$ cat src/rtl/fp_class_pkg.sv
// -----------------------------------------------------------------------------
// fp_class_pkg
// Shared definitions for the floating-point classifier:
//   CLASS_W        : width of the per-lane one-hot class mask
//   fp_class_bit_e : bit index of each class inside the mask
//   fp_class_t     : per-lane class mask type
//   buf_state_e    : occupancy states of the 2-entry output skid buffer
// -----------------------------------------------------------------------------
package fp_class_pkg;

   localparam int CLASS_W = 10;

   typedef logic [CLASS_W-1:0] fp_class_t;

   typedef enum logic [3:0] {
      CLS_NEG_INF  = 4'd0,
      CLS_NEG_NORM = 4'd1,
      CLS_NEG_SUB  = 4'd2,
      CLS_NEG_ZERO = 4'd3,
      CLS_POS_ZERO = 4'd4,
      CLS_POS_SUB  = 4'd5,
      CLS_POS_NORM = 4'd6,
      CLS_POS_INF  = 4'd7,
      CLS_SNAN     = 4'd8,
      CLS_QNAN     = 4'd9
   } fp_class_bit_e;

   typedef enum logic [1:0] {
      BUF_EMPTY = 2'd0,
      BUF_ONE   = 2'd1,
      BUF_TWO   = 2'd2
   } buf_state_e;

endpackage : fp_class_pkg

$ cat src/rtl/fp_class_lane.sv
// -----------------------------------------------------------------------------
// fp_class_lane
// Combinational classifier for one packed floating-point operand.
// Ports:
//   op_i    : operand {sign (optional), exponent, mantissa}
//   class_o : one-hot class mask (see fp_class_bit_e)
// With SIGN_W = 0 there is no sign field and every operand is positive.
// -----------------------------------------------------------------------------
module fp_class_lane
   import fp_class_pkg::*;
#(
   parameter  int SIGN_W = 1,
   parameter  int EXPO_W = 8,
   parameter  int MANT_W = 23,
   localparam int FP_W   = SIGN_W + EXPO_W + MANT_W
) (
   input  logic [FP_W-1:0] op_i,
   output fp_class_t       class_o
);

   logic              sign;
   logic [EXPO_W-1:0] expo;
   logic [MANT_W-1:0] mant;

   assign expo = op_i[MANT_W +: EXPO_W];
   assign mant = op_i[MANT_W-1:0];

   if (SIGN_W > 0) begin : g_sign
      assign sign = op_i[FP_W-1];
   end else begin : g_no_sign
      assign sign = 1'b0;
   end

   // NOTE: every output of a combinational block gets a default before any
   // branch, so no path through the block leaves it unassigned (no latch).
   always_comb begin
      class_o = '0;
      if (&expo) begin
         if (mant == '0) begin
            if (sign) class_o[CLS_NEG_INF] = 1'b1;
            else      class_o[CLS_POS_INF] = 1'b1;
         end else if (mant[MANT_W-1]) begin
            // NaN classes ignore the sign; the mantissa MSB is the quiet bit.
            class_o[CLS_QNAN] = 1'b1;
         end else begin
            class_o[CLS_SNAN] = 1'b1;
         end
      end else if (expo == '0) begin
         if (mant == '0) begin
            if (sign) class_o[CLS_NEG_ZERO] = 1'b1;
            else      class_o[CLS_POS_ZERO] = 1'b1;
         end else begin
            if (sign) class_o[CLS_NEG_SUB] = 1'b1;
            else      class_o[CLS_POS_SUB] = 1'b1;
         end
      end else begin
         if (sign) class_o[CLS_NEG_NORM] = 1'b1;
         else      class_o[CLS_POS_NORM] = 1'b1;
      end
   end

endmodule : fp_class_lane

$ cat src/rtl/fp_classify_pipe.sv
// -----------------------------------------------------------------------------
// fp_classify_pipe
// Multi-lane pipelined floating-point classifier with valid/ready on both
// sides, a 2-entry skid buffer, a sticky sNaN flag and a saturating NaN count.
// Ports:
//   clk, rst     : clock, asynchronous active-high reset
//   in_valid     : input beat valid          in_ready   : buffer not full
//   in_data      : LANES packed operands     in_lane_en : per-lane enable
//   out_valid    : head entry present        out_ready  : consumer accepts
//   out_class    : per-lane class masks      out_lane_en: forwarded enables
//   clr          : synchronous clear of the statistics
//   sticky_snan  : an accepted enabled lane was an sNaN
//   nan_cnt      : saturating count of accepted enabled NaN lanes
// -----------------------------------------------------------------------------
module fp_classify_pipe
   import fp_class_pkg::*;
#(
   parameter  int SIGN_W = 1,
   parameter  int EXPO_W = 8,
   parameter  int MANT_W = 23,
   parameter  int LANES  = 4,
   parameter  int CNT_W  = 16,
   localparam int FP_W   = SIGN_W + EXPO_W + MANT_W
) (
   input  logic                     clk,
   input  logic                     rst,
   input  logic                     in_valid,
   output logic                     in_ready,
   input  logic [LANES*FP_W-1:0]    in_data,
   input  logic [LANES-1:0]         in_lane_en,
   output logic                     out_valid,
   input  logic                     out_ready,
   output logic [LANES*CLASS_W-1:0] out_class,
   output logic [LANES-1:0]         out_lane_en,
   input  logic                     clr,
   output logic                     sticky_snan,
   output logic [CNT_W-1:0]         nan_cnt
);

   // Counter arithmetic is done one bit wider than the larger operand so the
   // saturation test can see the overflow.
   localparam int ADD_W = $clog2(LANES + 1);
   localparam int SUM_W = ((CNT_W > ADD_W) ? CNT_W : ADD_W) + 1;
   localparam logic [SUM_W-1:0] CNT_MAX = {{(SUM_W-CNT_W){1'b0}}, {CNT_W{1'b1}}};

   typedef struct packed {
      logic [LANES*CLASS_W-1:0] cls;
      logic [LANES-1:0]         lane_en;
   } entry_t;

   // ---------------------------------------------------------------- lanes
   fp_class_t                lane_class [LANES];
   logic [LANES*CLASS_W-1:0] beat_class;
   logic [LANES-1:0]         lane_nan;
   logic [LANES-1:0]         lane_snan;

   for (genvar i = 0; i < LANES; i++) begin : g_lane
      fp_class_lane #(
         .SIGN_W (SIGN_W),
         .EXPO_W (EXPO_W),
         .MANT_W (MANT_W)
      ) u_lane (
         .op_i    (in_data[i*FP_W +: FP_W]),
         .class_o (lane_class[i])
      );

      // Disabled lanes are squashed here so they reach neither the buffer
      // nor the statistics.
      assign beat_class[i*CLASS_W +: CLASS_W] = in_lane_en[i] ? lane_class[i] : '0;
      assign lane_nan[i]  = in_lane_en[i] & (lane_class[i][CLS_SNAN] | lane_class[i][CLS_QNAN]);
      assign lane_snan[i] = in_lane_en[i] & lane_class[i][CLS_SNAN];
   end

   // ---------------------------------------------------------- skid buffer
   buf_state_e state_q, state_d;
   entry_t     head_q, head_d;
   entry_t     tail_q, tail_d;
   entry_t     new_entry;
   logic       push, pop;

   assign new_entry = '{cls: beat_class, lane_en: in_lane_en};

   // Both flags come straight from the registered occupancy, so out_ready has
   // no combinational path to in_ready.
   assign in_ready  = (state_q != BUF_TWO);
   assign out_valid = (state_q != BUF_EMPTY);
   assign push      = in_valid & in_ready;
   assign pop       = out_valid & out_ready;

   always_comb begin
      state_d = state_q;
      head_d  = head_q;
      tail_d  = tail_q;
      case (state_q)
         BUF_EMPTY: begin
            if (push) begin
               head_d  = new_entry;
               state_d = BUF_ONE;
            end
         end
         BUF_ONE: begin
            if (push && pop) begin
               head_d = new_entry;
            end else if (push) begin
               tail_d  = new_entry;
               state_d = BUF_TWO;
            end else if (pop) begin
               state_d = BUF_EMPTY;
            end
         end
         BUF_TWO: begin
            if (pop) begin
               head_d  = tail_q;
               state_d = BUF_ONE;
            end
         end
         default: state_d = BUF_EMPTY;
      endcase
   end

   // NOTE: state registers use non-blocking assignments so every flop samples
   // the pre-edge values regardless of process evaluation order.
   // NOTE: the buffer entries are reset, not just the occupancy, because the
   // head entry drives out_class/out_lane_en, which must read zero after reset.
   always_ff @(posedge clk or posedge rst) begin
      if (rst) begin
         state_q <= BUF_EMPTY;
         head_q  <= '0;
         tail_q  <= '0;
      end else begin
         state_q <= state_d;
         head_q  <= head_d;
         tail_q  <= tail_d;
      end
   end

   assign out_class   = head_q.cls;
   assign out_lane_en = head_q.lane_en;

   // ----------------------------------------------------------- statistics
   logic [ADD_W-1:0] nan_add;
   logic [CNT_W-1:0] cnt_q, cnt_d, cnt_base;
   logic [SUM_W-1:0] cnt_sum;
   logic             sticky_q, sticky_d;

   always_comb begin
      nan_add = '0;
      for (int i = 0; i < LANES; i++) begin
         nan_add = nan_add + ADD_W'(lane_nan[i]);
      end
   end

   // clr discards the old value but the beat accepted in the same cycle
   // still counts.
   always_comb begin
      cnt_base = clr ? '0 : cnt_q;
      cnt_sum  = SUM_W'(cnt_base) + (push ? SUM_W'(nan_add) : '0);
      cnt_d    = (cnt_sum > CNT_MAX) ? {CNT_W{1'b1}} : cnt_sum[CNT_W-1:0];
      sticky_d = (clr ? 1'b0 : sticky_q) | (push & (|lane_snan));
   end

   always_ff @(posedge clk or posedge rst) begin
      if (rst) begin
         cnt_q    <= '0;
         sticky_q <= 1'b0;
      end else begin
         cnt_q    <= cnt_d;
         sticky_q <= sticky_d;
      end
   end

   assign nan_cnt     = cnt_q;
   assign sticky_snan = sticky_q;

endmodule : fp_classify_pipe

$ cat config.mk
export PLATFORM = sky130hd
export DESIGN_NAME = fp_classify_pipe
export DESIGN_NICKNAME = d
export VERILOG_FILES = /design/src/rtl/fp_class_pkg.sv /design/src/rtl/fp_class_lane.sv /design/src/rtl/fp_classify_pipe.sv
export SDC_FILE = /design/constraint.sdc
export NUM_CORES = 1
export LEC_CHECK = 0
export BUFFER_PORTS_ARGS = -buffer_cell sky130_fd_sc_hd__buf_4
export CAP_MARGIN = 15
export CORE_UTILIZATION = 40
export CTS_CLUSTER_SIZE = 40
export DETAILED_ROUTE_END_ITERATION = 16
export PLACE_DENSITY_LB_ADDON = 0.05
export RECOVER_POWER = 50
export REMOVE_ABC_BUFFERS = 1
export SETUP_SLACK_MARGIN = 0.3
export SYNTH_ARGS = -nofsm -noshare
export SYNTH_HDL_FRONTEND = slang
export SYNTH_SLANG_ARGS = --single-unit
$ cat constraint.sdc
create_clock -name clk -period 10.24 [get_ports clk]
set_clock_uncertainty 0.2 [all_clocks]
set_input_delay 2.048 -clock clk [delete_from_list [all_inputs] [get_ports clk]]
set_output_delay 2.048 -clock clk [all_outputs]
set_load 0.03 [all_outputs]
==> metrics.cfg <==
[setup_path]
crit_slowest_cell = clkbuf_1
critical_path.top_delay_family = buffers and inverters
crit_fanout = 59
crit_buf_inv = 3
required_ps = 9790
path_cells = clkbuf_4 -> clkinvlp_2 -> clkbuf_1
path_class = in -> async
rrSetupSlack_ps = 6440
arrival_ps = 5750
max_stage_delay_ps = 2320
cp-start-kind = input port
crit_path_end_kind = asynchronous set/reset pin

[placed_design]
pre_cts_ws_ps = 3770
hpwlAfterDp_um = 10300
portBuffers = 199
gp_congestion = 0.760

[global_route]
grt_max_degree = 89
grt.total_usage_pct = 21.7
first_global_vias = 5022
grt_pass1_wl_um = 24600
overflow = 0
antenna_found_initial = 0

[clock_network]
clockBufferDepth = 2
htree_levels = 3
cts_buffers = 9
cts.clk_slew.worst_paths_ps = 70
cts.sinks = 107
cts_tree = built
clk_latency_ps = 340
cts_resized = 0
ctsHoldBuffers = 0
postCtsSetupRepairBufs = 0
cts_root_buffer = clkbuf_16

[status]
outcome = finished with violations
violations = max-capacitance violations, max-slew violations

[logic_synthesis]
ys_warn_count = 0
ys_ff_latch = 107
synth_ff_type = dfrtp_1
synth_edf_count = 0
synth_area_leader_cell = dfrtp_1
yosysTopAreaCellShare_pct = 49.8
synthArstFlopShare_pct = 100
synth-seq-area-share_pct = 49.8
synth_area_leaders = dfrtp_1, nand2_1, a31oi_1
synth_common_cells = nand2_1, dfrtp_1, nor2_1
synthDistinctLibCells = 44
synth_area_mm2 = 0.00537
yosysMostFrequentCell = nand2_1
postSynthCellCount = 605
avgSynthCellArea_um2 = 8.88

[floorplan]
start_util_pct = 41.7
rows = 41
die_w_um = 118
die_area_mm2 = 0.0139
fp.coreArea_mm2 = 0.0129
io_pins = 200
fp.dieH_um = 118

[final_layout]
syn_to_final_growth_pct = 31.7
nFillCells = 1249
num-nets-final = 930
diodes = 0
drive_gt1_share_pct = 20.8

[timing]
tns_ps = 0
period_needed_ps = 6200
slew_headroom_pct = -109
grt_setup_unrepaired = no
fin_crit_sh_pct = 60.5
hold_viol = 0
fin_ws_ps = 4040
report.final.slew_viol_count = 110
clock.fmax_mhz = 161
setup_viol = 0
tightestPinTransition_ps = 3140

[power_and_ir_drop]
p_sw_uw = 426
ir_drop_v = 0.0000824
comb_power_share_pct = 27.5
power_leakage_uw = 0.00305
power_density_mw_per_mm2 = 175
p_int_uw = 814
seq_power_share_pct = 43.1
clock_power_share_pct = 29.3
swShare_pct = 34.3

[detailed_routing]
drc = 0
via_per_inst = 5.44
wirelength_um = 14600
ant_nets = 0
drtIter0Drc = 267
dr_total_vias = 5224
firstDrtPassIters = 7
routedWlPerCell_um = 15.2

[hold_path]
hold_path.class = reg -> reg

[run]
cap_violations = 2

[cells in the final DEF, fill, tap and decap left out, drive strengths merged, types with 2 or more instances in the layout]
cell	synthesis	routed
bufinv	0	2
or4	9	9
nand3b	4	4
ha	5	5
nor2	56	56
nor4	29	29
dfrtp	107	107
inv	18	17
fa	2	2
nor2b	8	8
nor3	14	14
a31oi	39	39
or2	2	2
o31ai	11	11
clkbuf	31	74
buf	3	140
mux2	3	3
xor2	2	2
or4b	2	2
nand2	109	109
a21oi	16	16
nand4bb	2	2
o211ai	4	4
o41ai	11	11
nor3b	5	5
nand2b	5	5
o21ai	35	35
and2	3	3
or3	8	8
and3	6	6
nand3	13	13
xnor2	10	10
nand4	24	24
[kinds of logic after synthesis]
family	after synthesis	share of synthesized area [%]
xor gates and xnor gates	12	1.96
DFF	107	49.8
muxes	3	0.629
adders and majority gates	7	1.91
AOI/OAI and AO/OA	121	13.9
and+or+nand+nor	303	28.1
buffers and inverters	52	3.68
[stage by stage]
step                      power [uW]  hold slack [ps]  cells  area [um2]  utilization, %
after CTS                       1300              276    960        7310            56.8
after global routing            1300              299    960        7080            55.0
final                           1240              278    960        7080            55.0
after detailed placement         934              260    947        7010            54.4
after floorplan                  759              243    571        5240               -
after global placement           927              257    947        7010            54.4
[worst min-delay path, cell delays in order, from the launching register on]
cell,delay [ps]
dfrtp_1,340
nand2_1,50
o31ai_1,50
[power groups by stage]
stage	Combinational [uW]	Clock (uW)	Sequential [uW]
2_1_floorplan	116	0	643
3_3_place_gp	385	0	542
3_5_place_dp	390	0	544
4_1_cts	391	374	537
5_1_grt	371	390	543
6_report	341	364	534
[path summary, 6_finish.rpt]
| kind | start | end | depth (start not counted) |
|---|---|---|---|
| min in group asynchronous | rst | out_class[38] | 2 |
| max in group clk | in_data[29] | nan_cnt[9] | 14 |
| worst max-delay path | rst | tail_q[18] | 3 |
| worst min register to register | tail_q[33] | tail_q[33] | 2 |
| worst max register to register | state_q[0] | nan_cnt[9] | 11 |
| worst min-delay path | tail_q[33] | tail_q[33] | 2 |
[layout make-up]
type	count	area, um2	share of cell area, %
repair buffers	204	1290	18.3
inverters	18	68.8	0.972
well taps	172	215	3.04
clock inverters	3	65.1	0.919
multi-input cells	446	2520	35.6
clock buffers	10	239	3.38
flip-flops and latches	107	2680	37.8
[metal layers]
layer	part of all wire [%]	vias to the layer above	global-route usage, %	wire length (um)
li1	-	2547	-	-
met1	45	2502	28.1	6560
met2	48	162	36.6	7050
met3	5.6	13	4.46	822
met4	1.3	0	6.49	187
met5	0	-	0	0
[sequential cells by signal (all words and copies together) (netlist names)]
| signal | count |
|---|---|
| tail_q | 44 |
| out_class | 40 |
| nan_cnt | 16 |
| out_lane_en | 4 |
| state_q | 2 |
| sticky_snan | 1 |
No activity file was read; power rests on OpenSTA's default activity.
